**src/rtl/flex_l4_parser.sv**
```systemverilog
// ============================================================================
// flex_l4_parser: one-beat register slice that emits an L3/L4 hash record per packet
// Rev 1.0
// ============================================================================
`default_nettype none

module flex_l4_parser #(
  parameter int DATA_W      = 512,
  parameter int PADBYTES_W  = $clog2(DATA_W/8),
  parameter bit HAS_ETH_HDR = 1'b1,
  parameter bit HAS_IP_HDR  = 1'b1,
  parameter bit VLAN_EN     = 1'b1
) (
  input  logic                  clk,
  input  logic                  rst,
  input  logic                  src_parser_data_val,
  input  logic [DATA_W-1:0]     src_parser_data,
  input  logic [PADBYTES_W-1:0] src_parser_padbytes,
  input  logic                  src_parser_last,
  output logic                  parser_src_data_rdy,
  output logic                  parser_dst_meta_val,
  output logic                  parser_dst_hash_val,
  output logic [95:0]           parser_dst_hash_data,
  output logic [1:0]            parser_dst_l4_proto,
  input  logic                  dst_parser_meta_rdy,
  output logic                  parser_dst_data_val,
  output logic [DATA_W-1:0]     parser_dst_data,
  output logic [PADBYTES_W-1:0] parser_dst_padbytes,
  output logic                  parser_dst_last,
  input  logic                  dst_parser_data_rdy
);

  localparam int BYTES = DATA_W/8;

  typedef enum logic [0:0] {FIRST = 1'b0, BODY = 1'b1} state_t;

  state_t                state_q, state_d;
  logic                  dval_q;
  logic [DATA_W-1:0]     data_q;
  logic [PADBYTES_W-1:0] pad_q;
  logic                  last_q;
  logic                  mval_q;
  logic                  hval_q, hval_d;
  logic [95:0]           hash_q, hash_d;
  logic [1:0]            proto_q, proto_d;

  logic data_free, meta_free, src_rdy, accept;

  // Byte n of the beat counts from the MSB end.
  function automatic logic [7:0] hdr_byte(input logic [DATA_W-1:0] d, input logic [5:0] off);
    return d[DATA_W-1-8*int'(off) -: 8];
  endfunction

  assign data_free = !dval_q || dst_parser_data_rdy;
  assign meta_free = !mval_q || dst_parser_meta_rdy;
  assign accept    = src_parser_data_val && src_rdy;

  always_comb begin
    state_d = state_q;
    src_rdy = 1'b0;
    if (!rst) begin
      src_rdy = (state_q == FIRST) ? (data_free && meta_free) : data_free;
    end
    if (accept) begin
      state_d = src_parser_last ? FIRST : BODY;
    end
  end

  logic        is_vlan, eth_ok;
  logic [5:0]  l3;
  logic [15:0] etype, vbytes;
  logic [7:0]  ip_proto, ver_ihl;

  always_comb begin
    is_vlan  = HAS_ETH_HDR && VLAN_EN &&
               ({hdr_byte(src_parser_data, 6'd12), hdr_byte(src_parser_data, 6'd13)} == 16'h8100);
    l3       = !HAS_ETH_HDR ? 6'd0 : (is_vlan ? 6'd18 : 6'd14);
    etype    = is_vlan ? {hdr_byte(src_parser_data, 6'd16), hdr_byte(src_parser_data, 6'd17)}
                       : {hdr_byte(src_parser_data, 6'd12), hdr_byte(src_parser_data, 6'd13)};
    eth_ok   = !HAS_ETH_HDR || (etype == 16'h0800);
    vbytes   = src_parser_last ? (16'(BYTES) - 16'(src_parser_padbytes)) : 16'(BYTES);
    ver_ihl  = hdr_byte(src_parser_data, l3);
    ip_proto = hdr_byte(src_parser_data, l3 + 6'd9);

    proto_d = 2'd0;
    if (HAS_IP_HDR && eth_ok && (vbytes >= 16'(l3) + 16'd10)) begin
      if (ip_proto == 8'd6)       proto_d = 2'd1;
      else if (ip_proto == 8'd17) proto_d = 2'd2;
    end

    // Ports are read at L3+20, so only a 20-byte IP header (IHL=5) is hashable.
    hval_d = HAS_IP_HDR && eth_ok && (ver_ihl == 8'h45) &&
             ((ip_proto == 8'd6) || (ip_proto == 8'd17)) &&
             (vbytes >= 16'(l3) + 16'd24);
    hash_d = '0;
    if (hval_d) begin
      for (int i = 0; i < 12; i++) begin
        hash_d[95-8*i -: 8] = hdr_byte(src_parser_data, l3 + 6'd12 + 6'(i));
      end
    end
  end

  always_ff @(posedge clk or posedge rst) begin
    if (rst) begin
      state_q <= FIRST;
      dval_q  <= 1'b0;
      data_q  <= '0;
      pad_q   <= '0;
      last_q  <= 1'b0;
      mval_q  <= 1'b0;
      hval_q  <= 1'b0;
      hash_q  <= '0;
      proto_q <= 2'd0;
    end else begin
      state_q <= state_d;
      if (accept) begin
        dval_q <= 1'b1;
        data_q <= src_parser_data;
        pad_q  <= src_parser_padbytes;
        last_q <= src_parser_last;
      end else if (dst_parser_data_rdy) begin
        dval_q <= 1'b0;
      end
      if (accept && (state_q == FIRST)) begin
        mval_q  <= 1'b1;
        hval_q  <= hval_d;
        hash_q  <= hash_d;
        proto_q <= proto_d;
      end else if (dst_parser_meta_rdy) begin
        mval_q <= 1'b0;
      end
    end
  end

  assign parser_src_data_rdy  = src_rdy;
  assign parser_dst_data_val  = dval_q;
  assign parser_dst_data      = data_q;
  assign parser_dst_padbytes  = pad_q;
  assign parser_dst_last      = last_q;
  assign parser_dst_meta_val  = mval_q;
  assign parser_dst_hash_val  = hval_q;
  assign parser_dst_hash_data = hash_q;
  assign parser_dst_l4_proto  = proto_q;

endmodule

`default_nettype wire

```
**config.mk**
```make
export PLATFORM = sky130hd
export DESIGN_NAME = flex_l4_parser
export DESIGN_NICKNAME = d
export VERILOG_FILES = /design/src/rtl/flex_l4_parser.sv
export SDC_FILE = /design/constraint.sdc
export NUM_CORES = 1
export LEC_CHECK = 0
export BUFFER_PORTS_ARGS = -buffer_cell sky130_fd_sc_hd__buf_2
export CORE_AREA = 2 2 445 447
export CTS_BUF_LIST = sky130_fd_sc_hd__clkbuf_4
export DETAILED_ROUTE_END_ITERATION = 8
export DIE_AREA = 0 0 447 449
export SYNTH_ARGS = -nofsm -noshare
export SYNTH_HDL_FRONTEND = slang
export SYNTH_SLANG_ARGS = --single-unit
```
**constraint.sdc**
```tcl
create_clock -name clk -period 23.1 [get_ports clk]
set_input_delay 4.62 -clock clk [delete_from_list [all_inputs] [get_ports clk]]
set_output_delay 4.62 -clock clk [all_outputs]
set_load 0.01 [all_outputs]
```
== After elaboration in Yosys (flattened, before gate mapping) ==
Index checks and enable logic that the tools add are counted.

* Output and inout bits: 621
* Register bits: 621

* Equal/unequal tests: 5
* Reductions and logical operators: 14
* Bitwise operators: 1
* Add/sub/neg operators: 30
* Magnitude comparators: 2
* Mux-type cells: 14
* Shift-type cells: 14

{| class="wikitable"
|+ Operators with widths
! operator !! count
|-
| $shiftx 519x10->8 || 14
|-
| $sub 9x9->10 const A || 13
|-
| $mux 96 || 1
|-
| $ge 16x6->1 || 2
|-
| $mux 16 || 2
|-
| $add 6x3->6 const B || 4
|-
| $add 6x4->6 const B || 4
|-
| $add 5x4->6 const B || 3
|-
| $eq 16x12->1 const B || 1
|-
| $eq 16x16->1 const B || 1
|-
| $add 6x2->6 const B || 2
|-
| $sub 9x8->10 const A || 1
|-
| $eq 8x3->1 const B || 1
|-
| $eq 8x5->1 const B || 1
|-
| $eq 8x7->1 const B || 1
|-
| $sub 7x6->8 const A || 1
|-
| $logic_and 1x1->1 || 7
|-
| $mux 1 || 7
|-
| $add 5x5->6 const B || 1
|-
| $add 6x1->6 const B || 1
|-
| $mux 2 || 3
|-
| $mux 5 || 1
|-
| $reduce_bool 2->1 || 2
|-
| $logic_or 1x1->1 || 3
|-
| 2 further kinds || 3
|}

== Logic depth before layout (Yosys ltp) ==
* Depth after elaboration: 10
* Gate-level depth with buffers: 13

== Least setup slack after synthesis ==
OpenSTA, ideal clock, no wires.

* Path type: input to output
* Start: input port dst_parser_meta_rdy
* End: output port parser_src_data_rdy
* Stages on the path: 2
* Arrival time: 5.082 ns
* Slack: 13.398 ns
* Cell sequence: nor2b_1 -> a211oi_1

* Word-level cells in the longest chain between the ends: 4

{| class="wikitable"
|+ RTL lines
! what !! RTL line !! text
|-
| start: declaration || 25 || <nowiki>input logic dst_parser_meta_rdy,</nowiki>
|-
| $logic_or 1x1->1 || 55 || <nowiki>assign meta_free = !mval_q || dst_parser_meta_rdy;</nowiki>
|-
| $logic_and 1x1->1 || 62 || <nowiki>src_rdy = (state_q == FIRST) ? (data_free && meta_free) : data_free;</nowiki>
|-
| $mux 1 || 62 ||
|-
| $mux 1 || 61 || <nowiki>if (!rst) begin</nowiki>
|-
| end: declaration || 20 || <nowiki>output logic parser_src_data_rdy,</nowiki>
|}

Every way passes these cells.

== Worst setup path in the final report ==
* Start: input port dst_parser_data_rdy
* End: output port parser_src_data_rdy

* Word-level cells in the longest chain between the ends: 4

{| class="wikitable"
|+ RTL lines
! what !! RTL line !! text
|-
| start: declaration || 30 || <nowiki>input logic dst_parser_data_rdy</nowiki>
|-
| $logic_or 1x1->1 * || 54 || <nowiki>assign data_free = !dval_q || dst_parser_data_rdy;</nowiki>
|-
| $logic_and 1x1->1 || 62 ||
|-
| $mux 1 * || 62 ||
|-
| $mux 1 * || 61 ||
|}

Mark *: on every way between the ends. The rest lies on a longest branch, timed or not.

==> flow_metrics.py <==
metrics = {
    "outcome": {
        "status": "finished, final reports clean",
    },
    "clocking": {
        "cts_root_buffer": "clkbuf_4",
        "numCtsBuffers": 185,
        "cts_htree_levels": 4,
        "cts_setup_buffers": 0,
        "clock_latency_ns": 1.15,
        "cts_resized": 0,
        "clock_tree.buffer_depth": 3,
        "cts.sink_count": 621,
        "cts_tree": "built",
        "clkTransAtPathRegs_ns": 0.05,
        "cts_hold_buf": 0,
    },
    "finish": {
        "design_area_sq_um": 35460,
        "final_core_util_pct": 18.08,
        "nets": 3393,
        "final_common_cell": "buf_2",
        "final_cell_mix": "1144 x buf_2, 621 x dfrtp_1, 517 x mux2_2",
        "final_cells": 5711,
        "drive_gt1_share_pct": 65.89,
        "syn2layout_area_growth_pct": 46.66,
    },
    "place": {
        "port_buffers": 1144,
        "place_area_sq_um": 33020,
        "dpl.hpwl_um": 123300,
        "gp_congestion": 1.016,
        "dp_cells": 5318,
        "dp_slack_ns": 12.98,
    },
    "floorplan": {
        "die_y_um": 449,
        "start_util_pct": 12.32,
        "die_w_um": 447,
        "die-area_sq_um": 200700,
        "std_cell_rows": 163,
        "ios": 1145,
        "coreArea_sq_um": 196200,
    },
    "worst_setup_path": {
        "arrival_ns": 5.52,
        "end_kind": "primary output",
        "critPathMaxFanout": 3,
        "crit_type": "in2out",
        "critPathRequiredTime_ns": 18.48,
        "worstSetupStartpointType": "input pin",
    },
    "yosys": {
        "ys_ff_latch": 621,
        "ys_types": 41,
        "syn_nets": 2132,
        "syn_avg_cell_area_sq_um": 15.08,
        "synth_ff_type": "dfrtp_1",
        "yosysSeqAreaShare_pct": 64.27,
        "synth_edf_count": 0,
        "syn_inst": 1604,
        "yosys_warnings": 0,
        "synthesis.area_sq_um": 24180,
        "synthArstFlopShare_pct": 100.0,
    },
    "global_route": {
        "grt_use_met1_pct": 15.53,
        "antenna_found_initial": 176,
        "top_usage_layer": "met2",
        "grt_util_met3_pct": 8.707,
        "grt_first_pass_wirelength_um": 190300,
        "grt_usage_pct": 14.30,
        "grt.met2_usage_pct": 22.17,
        "grt_pass1_vias": 20050,
        "overflow": 0,
        "grt_start_max_net_pins": 127,
    },
    "sta": {
        "rsz0062_at_grt": "no",
        "fin_hold_ws_ns": 0.4705,
        "max-slew-margin-rel_pct": 15.34,
        "setup_slack_ns": 12.96,
        "fin_skew_ns": 0.09180,
        "setup_violations": 0,
        "tns_ns": 0,
        "slew_violations": 0,
        "timing.fmax_mhz": 98.61,
        "period_share_pct": 43.90,
        "final_hold_viol_count": 0,
        "fin_crit_ns": 10.14,
        "worst_slew_pin_slew_ns": 1.252,
    },
    "route": {
        "drt_iter0_drc": 1597,
        "viasPerCell": 3.566,
        "wire_per_inst_um": 25.98,
        "route.vias.total": 20370,
        "detail-route-antenna-nets": 0,
        "drc": 0,
        "wl_um": 148300,
        "drt_pass1_iterations": 5,
    },
    "power": {
        "p_seq_share_pct": 43.0,
        "peakVddDrop_v": 0.00005031,
        "internal_power_mw": 2.162,
        "power_mw": 3.268,
        "clockPowerShare_pct": 32.4,
        "p_comb_share_pct": 24.5,
        "leakage_nw": 17.27,
        "swShare_pct": 33.85,
        "power.switching_mw": 1.106,
        "powerDensity_nw_per_um2": 92.16,
    },
    "worst_hold_path": {
        "hold_path_class": "reg2reg",
    },
    "run": {
        "drv_cap": 0,
    },
}
[power by group through the flow]
stage	sequential, mW	combinational (mW)	clock, mW
final	1.41	0.802	1.06
after global routing	1.43	0.842	1.17
after global placement	1.41	0.809	0
after CTS	1.40	0.816	1.11
after floorplan	1.51	0.248	0
after detailed placement	1.42	0.814	0
[synth_stat cells (all sizes together) (4+ instances only)]
| library cell | count | area share (%) |
|---|---|---|
| buf | 35 | 0.77 |
| clkbuf | 56 | 0.87 |
| dfrtp | 621 | 64 |
| ha | 4 | 0.21 |
| inv | 7 | 0.11 |
| mux2 | 517 | 24 |
| mux2i | 98 | 4.1 |
| nand2 | 106 | 1.6 |
| nor4 | 8 | 0.21 |
| nor4b | 5 | 0.18 |
| nor4bb | 6 | 0.25 |
| o2111ai | 4 | 0.17 |
| o21ai | 103 | 2.1 |
[layout make-up]
class / count / area (sq um)
fill: 21910 / 160700
sequential: 621 / 15540
multi-input combinational: 885 / 8245
timing repair buffer: 1165 / 5896
tap: 2640 / 3303
clock buffer: 260 / 1952
clock inverter: 55 / 297.8
antenna: 78 / 195.2
inverter: 7 / 33.78
[cells by family (layout without fill, tap and decap cells)]
family / Yosys count / count (layout) / share of synthesized area [%]
simple gates: 147 / 147 / 2.887
other cells: 0 / 78 / 0
mux: 615 / 615 / 28.13
fa+ha+maj: 4 / 4 / 0.2070
compound gates: 118 / 118 / 2.727
flops: 621 / 621 / 64.27
xor+xnor: 1 / 1 / 0.03623
buf+inv: 98 / 1487 / 1.744
[worst max-delay path: stages]
cell      delay (ns)
buf_2           0.10
nor2b_1         0.09
a211oi_1        0.48
buf_2           0.23
[state kept, by name, indices dropped and copies added (netlist names)]
name / flops
parser_dst_meta_val: 1
parser_dst_data_val: 1
parser_dst_last: 1
parser_dst_hash_data: 96
parser_dst_l4_proto: 2
state_q: 1
parser_dst_padbytes: 6
parser_dst_data: 512
parser_dst_hash_val: 1
[metal layers]
metal,up-vias,wire [um]
li1,8419,-
met5,-,897
met3,417,20100
met4,138,5954
met1,10290,53530
met2,1105,67870
[worst paths after layout]
path                                                      start                                   end  slack, ns  cells past startpoint
max in group asynchronous                                   rst      parser_dst_data[125]$_DFFE_PP0P_      16.21                      5
min reg2reg                parser_dst_hash_data[58]$_DFFE_PP0P_  parser_dst_hash_data[58]$_DFFE_PP0P_       0.47                      2
max reg2reg                     parser_dst_data_val$_DFFE_PP0P_      parser_dst_data[507]$_DFFE_PP0P_      18.32                      7
min                        parser_dst_hash_data[58]$_DFFE_PP0P_  parser_dst_hash_data[58]$_DFFE_PP0P_       0.47                      2
max                                         dst_parser_data_rdy                   parser_src_data_rdy      12.96                      4
min in group asynchronous                                   rst      parser_dst_data[261]$_DFFE_PP0P_       3.72                      2
Note: power is estimated with default switching activity, not from simulation.
